### config.mk
export PLATFORM = sky130hd
export DESIGN_NAME = map_lfsr_scan
export DESIGN_NICKNAME = d
export VERILOG_FILES = /design/src/rtl/map_lfsr_scan.sv
export SDC_FILE = /design/constraint.sdc
export NUM_CORES = 1
export LEC_CHECK = 0
export CAP_MARGIN = 40
export CORE_ASPECT_RATIO = 0.75
export CORE_UTILIZATION = 47
export DETAILED_ROUTE_END_ITERATION = 6
export PLACE_DENSITY = 0.78
export SLEW_MARGIN = 15
export SYNTH_ARGS = -nofsm -noshare
export SYNTH_HDL_FRONTEND = slang
export SYNTH_SLANG_ARGS = --single-unit
### constraint.sdc
create_clock -name clock -period 2.2 [get_ports clock]
set_clock_uncertainty 0.15 [all_clocks]
set_input_delay 0.22 -clock clock [delete_from_list [all_inputs] [get_ports clock]]
set_output_delay 0.22 -clock clock [all_outputs]
set_load 0.02 [all_outputs]
### src/rtl/map_lfsr_scan.sv
// Start/done sequencer: loads an operand, counts up to all-ones while stepping an XNOR LFSR,
// then captures the LFSR into dp. Optional continuous rerun, abort input and busy flag.
module map_lfsr_scan #(
  parameter int              DW   = 9,
  parameter int              SRW  = 8,
  parameter logic [SRW-1:0]  TAPS = 8'hB8,
  parameter logic [SRW-1:0]  SEED = '0,
  parameter bit              MODE = 1'b0
) (
  input  logic          clock,
  input  logic          reset,
  input  logic          start,
  input  logic          stop,
  input  logic [DW-1:0] n_in,
  output logic [DW-2:0] counter,
  output logic [SRW-1:0] sr,
  output logic [DW-1:0] dp,
  output logic          done,
  output logic          busy
);
  localparam int CW = DW - 1;

  typedef enum logic [1:0] {IDLE, LOAD, RUN, CAPTURE} state_t;

  state_t         state_reg, state_next;
  logic           startbuf_reg;
  logic [CW-1:0]  counter_reg, counter_next;
  logic [SRW-1:0] sr_reg, sr_next;
  logic [DW-1:0]  dp_reg, dp_next;
  logic           done_reg, done_next;
  logic           busy_reg, busy_next;
  logic           trigger;
  logic           fb;
  logic [SRW-1:0] tapped;

  for (genvar gi = 0; gi < SRW; gi++) begin : g_tap
    assign tapped[gi] = sr_reg[gi] & TAPS[gi];
  end

  // XNOR feedback keeps the all-zero seed from being a lock-up state
  assign fb      = ~^tapped;
  assign trigger = start & ~startbuf_reg;

  always_comb begin
    state_next   = state_reg;
    counter_next = counter_reg;
    sr_next      = sr_reg;
    dp_next      = dp_reg;
    done_next    = done_reg;
    case (state_reg)
      IDLE: begin
        if (trigger) begin
          state_next = LOAD;
          done_next  = 1'b0;
        end
      end
      LOAD: begin
        done_next = 1'b0;
        if (stop) begin
          state_next = IDLE;
        end else begin
          counter_next = n_in[DW-1:1];
          dp_next      = n_in;
          sr_next      = SEED;
          state_next   = RUN;
        end
      end
      RUN: begin
        if (stop) begin
          state_next = IDLE;
        end else if (&counter_reg) begin
          state_next = CAPTURE;
        end else begin
          counter_next = counter_reg + CW'(1);
          sr_next      = {sr_reg[SRW-2:0], fb};
        end
      end
      CAPTURE: begin
        dp_next            = '0;
        dp_next[SRW-1:0]   = sr_reg;
        done_next          = 1'b1;
        state_next         = MODE ? LOAD : IDLE;
      end
      default: state_next = IDLE;
    endcase
    busy_next = (state_next != IDLE);
  end

  always_ff @(posedge clock) begin
    // startbuf tracks start even in reset, so a start held high across reset release is not an edge
    startbuf_reg <= start;
    if (!reset) begin
      state_reg   <= IDLE;
      counter_reg <= '0;
      sr_reg      <= SEED;
      dp_reg      <= '0;
      done_reg    <= 1'b0;
      busy_reg    <= 1'b0;
    end else begin
      state_reg   <= state_next;
      counter_reg <= counter_next;
      sr_reg      <= sr_next;
      dp_reg      <= dp_next;
      done_reg    <= done_next;
      busy_reg    <= busy_next;
    end
  end

  assign counter = counter_reg;
  assign sr      = sr_reg;
  assign dp      = dp_reg;
  assign done    = done_reg;
  assign busy    = busy_reg;
endmodule

---- Yosys cells after proc, flatten, opt, wreduce, memory -nomap -nowiden ----
Index checks and enable logic that the tools add are counted.
operators by class
  bitwise gates (word level) .............. 2
  reductions and logical operators ........ 10
  muxes and demuxes ....................... 17
  equal/unequal tests ..................... 7
  $add $sub $neg .......................... 1
operators by type and width
  operator                                              number
  2-to-1 mux 8 bit                                      6
  case mux 8 bit (2 select lines)                       2
  case mux 9 bit (2 select lines)                       1
  2-to-1 mux 9 bit                                      1
  adder 8 x 1 -> 8 bit (second input constant)          1
  2-to-1 mux 2 bit                                      4
  inequality test 2 bit (second input constant)         4
  case mux 2 bit (4 select lines)                       1
  AND reduction 8 bit                                   1
  XNOR reduction 8 bit                                  1
  nonzero test 2 bit                                    3
  equality test 2 bit (second input constant)           2
  AND reduction 2 bit                                   2
  AND reduction 4 bit                                   1
  case mux 1 bit (3 select lines)                       1
  nonzero test 3 bit                                    1
  equality test 2 x 1 -> 1 bit (second input constant)  1
  zero test 2 bit                                       1
  AND 1 bit                                             1
  2-to-1 mux 1 bit                                      1
  NOT 1 bit                                             1
word-level totals
  bits in registers ....................... 30
  output and inout bits ................... 27

---- Logic depth before layout (Yosys ltp) ----
  depth after elaboration ................. 5
  mapped depth ............................ 7
  gate-level depth less buffers ........... 5

---- Worst setup path before layout ----
Ideal clock, no wire load.
  path type ............................... register to register
  from .................................... register counter_reg[0], in the netlist counter[0]
  to ...................................... register counter_reg[0], in the netlist counter[0]
  buffers on the path ..................... 2
  cell stages (with the launch flop) ...... 8
  slack ................................... 0.246 ns
  setup time .............................. 0.119 ns
  arrival ................................. 1.686 ns
  path through ............................ dfxtp_1 -> ha_1 -> and3_1 -> a211o_1 -> buf_6 -> and2_4 -> buf_6 -> o221a_2
on the way
  word-level cells in the longest chain between the ends .. 4
ends and longest elaborated chain
  element                          line  RTL
  from (decl)                      27    logic [CW-1:0] counter_reg, counter_next;
  from (signal assigned)           101   counter_reg <= counter_next;
  adder 8 x 1 -> 8 bit             74    counter_next = counter_reg + CW'(1);
  2-to-1 mux 8 bit                 71    end else if (&counter_reg) begin
  2-to-1 mux 8 bit                 69    if (stop) begin
  case mux 8 bit (2 select lines)  50    case (state_reg)
Several ways; a longest one is shown, not always the timed one. The select of a mux whose other input is x is not followed.
A chain may end at the register's enable or synchronous reset.

---- Worst setup path in the final report ----
  from .................................... register counter_reg[0], in the netlist counter[0]
  to ...................................... register counter_reg[1], in the netlist counter[1]
Same word-level chain as after synthesis.

==> summary.md <==
| Metric | Value |
|---|---|
| PortBufs | 39 |
| Mapped Cells | 185 |
| Fin area | about 0.002 mm2 |
| Total GRT Usage | 0.2567 |
| Post-Route WL | around 4000 um |
| Setup CP Type | flip-flop to flip-flop |
| TritonCTS buffer count | 5 |
| Slowest cell on the critical path | a211o_1 |
| Maxcap violations | 0 |
| DR vias/cell | between 5 and 6 |
| Fillcell total | 250 |
| Slew at the pin with the worst max-slew slack | ~0.40 ns |
| Crit start category | flip-flop |
| Congestion Overflow GR | 0 |
| Initial antenna violation count | 0 |
| Hold violation total from the final report | 0 |
| CP peak stage delay | 0.37 ns |
| Top cell type's share of synthesized area | 0.4034 |
| Net Count, Synth | 199 |
| CTS Hold Buffers Added | 0 |
| Antenna viol nets, final | 0 |
| Setup repair after global routing missed its margin | no |
| Max Freq | between 500 and 600 MHz |
| Period Utilization, post-route | 0.8917 |
| Worst setup EP type | flip-flop |
| Global-route wire length before repair | between 6000 and 7000 um |
| Area contributors post-synth | dfxtp_1, a21oi_1, nand3_1 |
| Register area share after synthesis | 0.4034 |
| Hold WS | between 0.2 and 0.3 ns |
| Die Wd | roughly 67 um |
| Peak supply drop | between 0.0003 and 0.0004 V |
| H-tree lvl count | 2 |
| Outcome | completed |
| Core area | 0.002978 mm2 |
| Wire per inst | about 15 um |
| DP Wirelength | between 2000 and 3000 um |
| DRC viols | 0 |
| Clock Pin Slew Worst Setup and Hold Paths | about 0.060 ns |
| Clock Path Buffers | 2 |
| Latest clock arrival within the worst-skew pair | 0.28 ns |
| Total number of vias | between 1,500 and 2,000 |
| Post-DP Area | roughly 0.0019 mm2 |
| # setup viols final | 0 |
| Commonest cells after routing, fill and taps aside | clkdlybuf4s50_1, dfxtp_1, nand2_1, nand3_1, a21oi_1 |
| Initial drt markers | around 160 |
| Cell variety after synth | 39 |
| Setup TNS | 0 ns |
| Min-Delay Path Class | primary input to flip-flop |
| Vias in the first global route | between 1,000 and 1,500 |
| Required @ worst endpoint | 2.26 ns |
| Commonest non-fill, non-tap cell in the layout | clkdlybuf4s50_1 |
| Relative slew slack | 0.7332 |
| I/O pin count | 40 |
| CTS-repair resized insts | 0 |
| Max FFs per register | 9 |
| Cell chain of the critical path | ha_1 > and3_1 > a211o_1 > buf_4 > a22o_1 > a21oi_1 |
| Pwr per Cell Area | 556.7 mW/mm2 |
| DRT Pass-1 Iters | 4 |
| Gpl congestion | slightly below 0.9 |
| CTS tree | done |
| Crit path DAT | 2.02 ns |
| Area grow syn2layout | 34.20% |
| Crit path time final | 1.962 ns |
| Layout Nets | approximately 240 |
| Final Slew Violations | 0 |
| Cell leakage power | roughly 0.7 nW |
| Cell Area, Synth | 0.001489 mm2 |
| N_diodes | 0 |
| Area leader, netlist | dfxtp_1 |
| CP max FO | 10 |
| Yosys synthesis warning count | 0 |
| Die ar. | between 0.003 and 0.004 mm2 |
| FF+latch count, synth | 30 |
| Flop2flop setup slack | between 0.2 and 0.25 ns |
| CTS sink cnt | 30 |
| Num rows | 17 |
| Share of cells above drive strength 1 | 0.09333 |
| Post-CTS setup repair buffer count | 0 |
| Initial Util | 0.5000 |
| Synthesized area per cell | a little over 8 um2 |
| Clk root buf | clkbuf_8 |
| Largest net degree at the start of global routing | 27 |
| Die height | approximately 50 um |
-- cell type report --
cell class | count | area [um2] | area share
tap | 38 | 47.55 | 0.02379
timing repair buffer | 49 | 465.4 | 0.2329
clock buffer | 7 | 76.32 | 0.03820
inverter | 3 | 11.26 | 0.005636
multi-input combinational | 136 | 797.0 | 0.3989
sequential | 30 | 600.6 | 0.3006
-- final timing paths --
path,cells past startpoint,startpoint,endpoint
setup / recovery,6,counter[0],counter[1]
hold / removal,1,start,startbuf_reg
setup reg to reg,6,counter[0],counter[1]
hold reg to reg,2,dp[2],dp[2]
-- routing by layer --
metal  wire [um]  track usage
met1        1788       0.3806
met3         414      0.07727
met4          52      0.08511
met2        1734       0.3451
met5           0            0
-- report_power, final --
part	leakage [nW]	switching (mW)	total (mW)	internal [mW]
clock	0.0383	0.186	0.403	0.217
combinational	0.411	0.0738	0.141	0.0668
sequential	0.243	0.0114	0.569	0.557
total	0.692	0.271	1.11	0.841
-- synthesized netlist by cell type --
library cell	n
dfxtp_1	30
nand2_1	21
a21oi_1	20
nand3_1	20
nor2_1	14
nand4_1	9
a311oi_1	8
clkbuf_1	8
o32ai_1	6
buf_2	4
nand2b_1	4
a22oi_1	3
nor3_1	3
xnor2_1	3
a211oi_1	2
and3_1	2
buf_1	2
buf_6	2
inv_1	2
nor4_1	2
o21ai_0	2
a211o_1	1
a21boi_0	1
a21oi_2	1
a22o_1	1
a32oi_1	1
and2_1	1
and2_4	1
and4_4	1
clkinv_1	1
ha_1	1
mux2i_1	1
nor2b_1	1
nor3b_1	1
o21a_1	1
o221a_2	1
o31a_1	1
or2_2	1
or3b_2	1
-- metrics by stage --
stage            util  std cells  total power [mW]  setup WS [ns]
5_1_grt        0.6710        263             1.168         0.1432
3_5_place_dp   0.6454        256            0.7198         0.2568
2_1_floorplan       -        185            0.6537         0.2455
3_3_place_gp   0.6454        256            0.7176         0.3105
4_1_cts        0.6710        263             1.123         0.2504
6_report       0.6710        263             1.112         0.2383
-- worst max-delay path: cells and delay by family (launching register included) --
family	cells	cell delay, ns
adder cells (fa/ha/maj)	1	0.25
AO/OA/AOI/OAI	3	0.70
buffers and inverters	1	0.21
flip-flops	1	0.36
AND/OR/NAND/NOR	1	0.22
-- kinds of logic (layout without fill, tap and decap cells) --
kind of cell	Yosys count	count (layout)	share of synthesized area
flops	30	30	0.4034
fa+ha+maj	1	1	0.008402
mux	1	1	0.006723
compound gates	49	49	0.2286
xor+xnor	3	3	0.01765
buf+inv	19	59	0.06135
simple gates	82	82	0.2740
(Power assumes the default switching activity.)
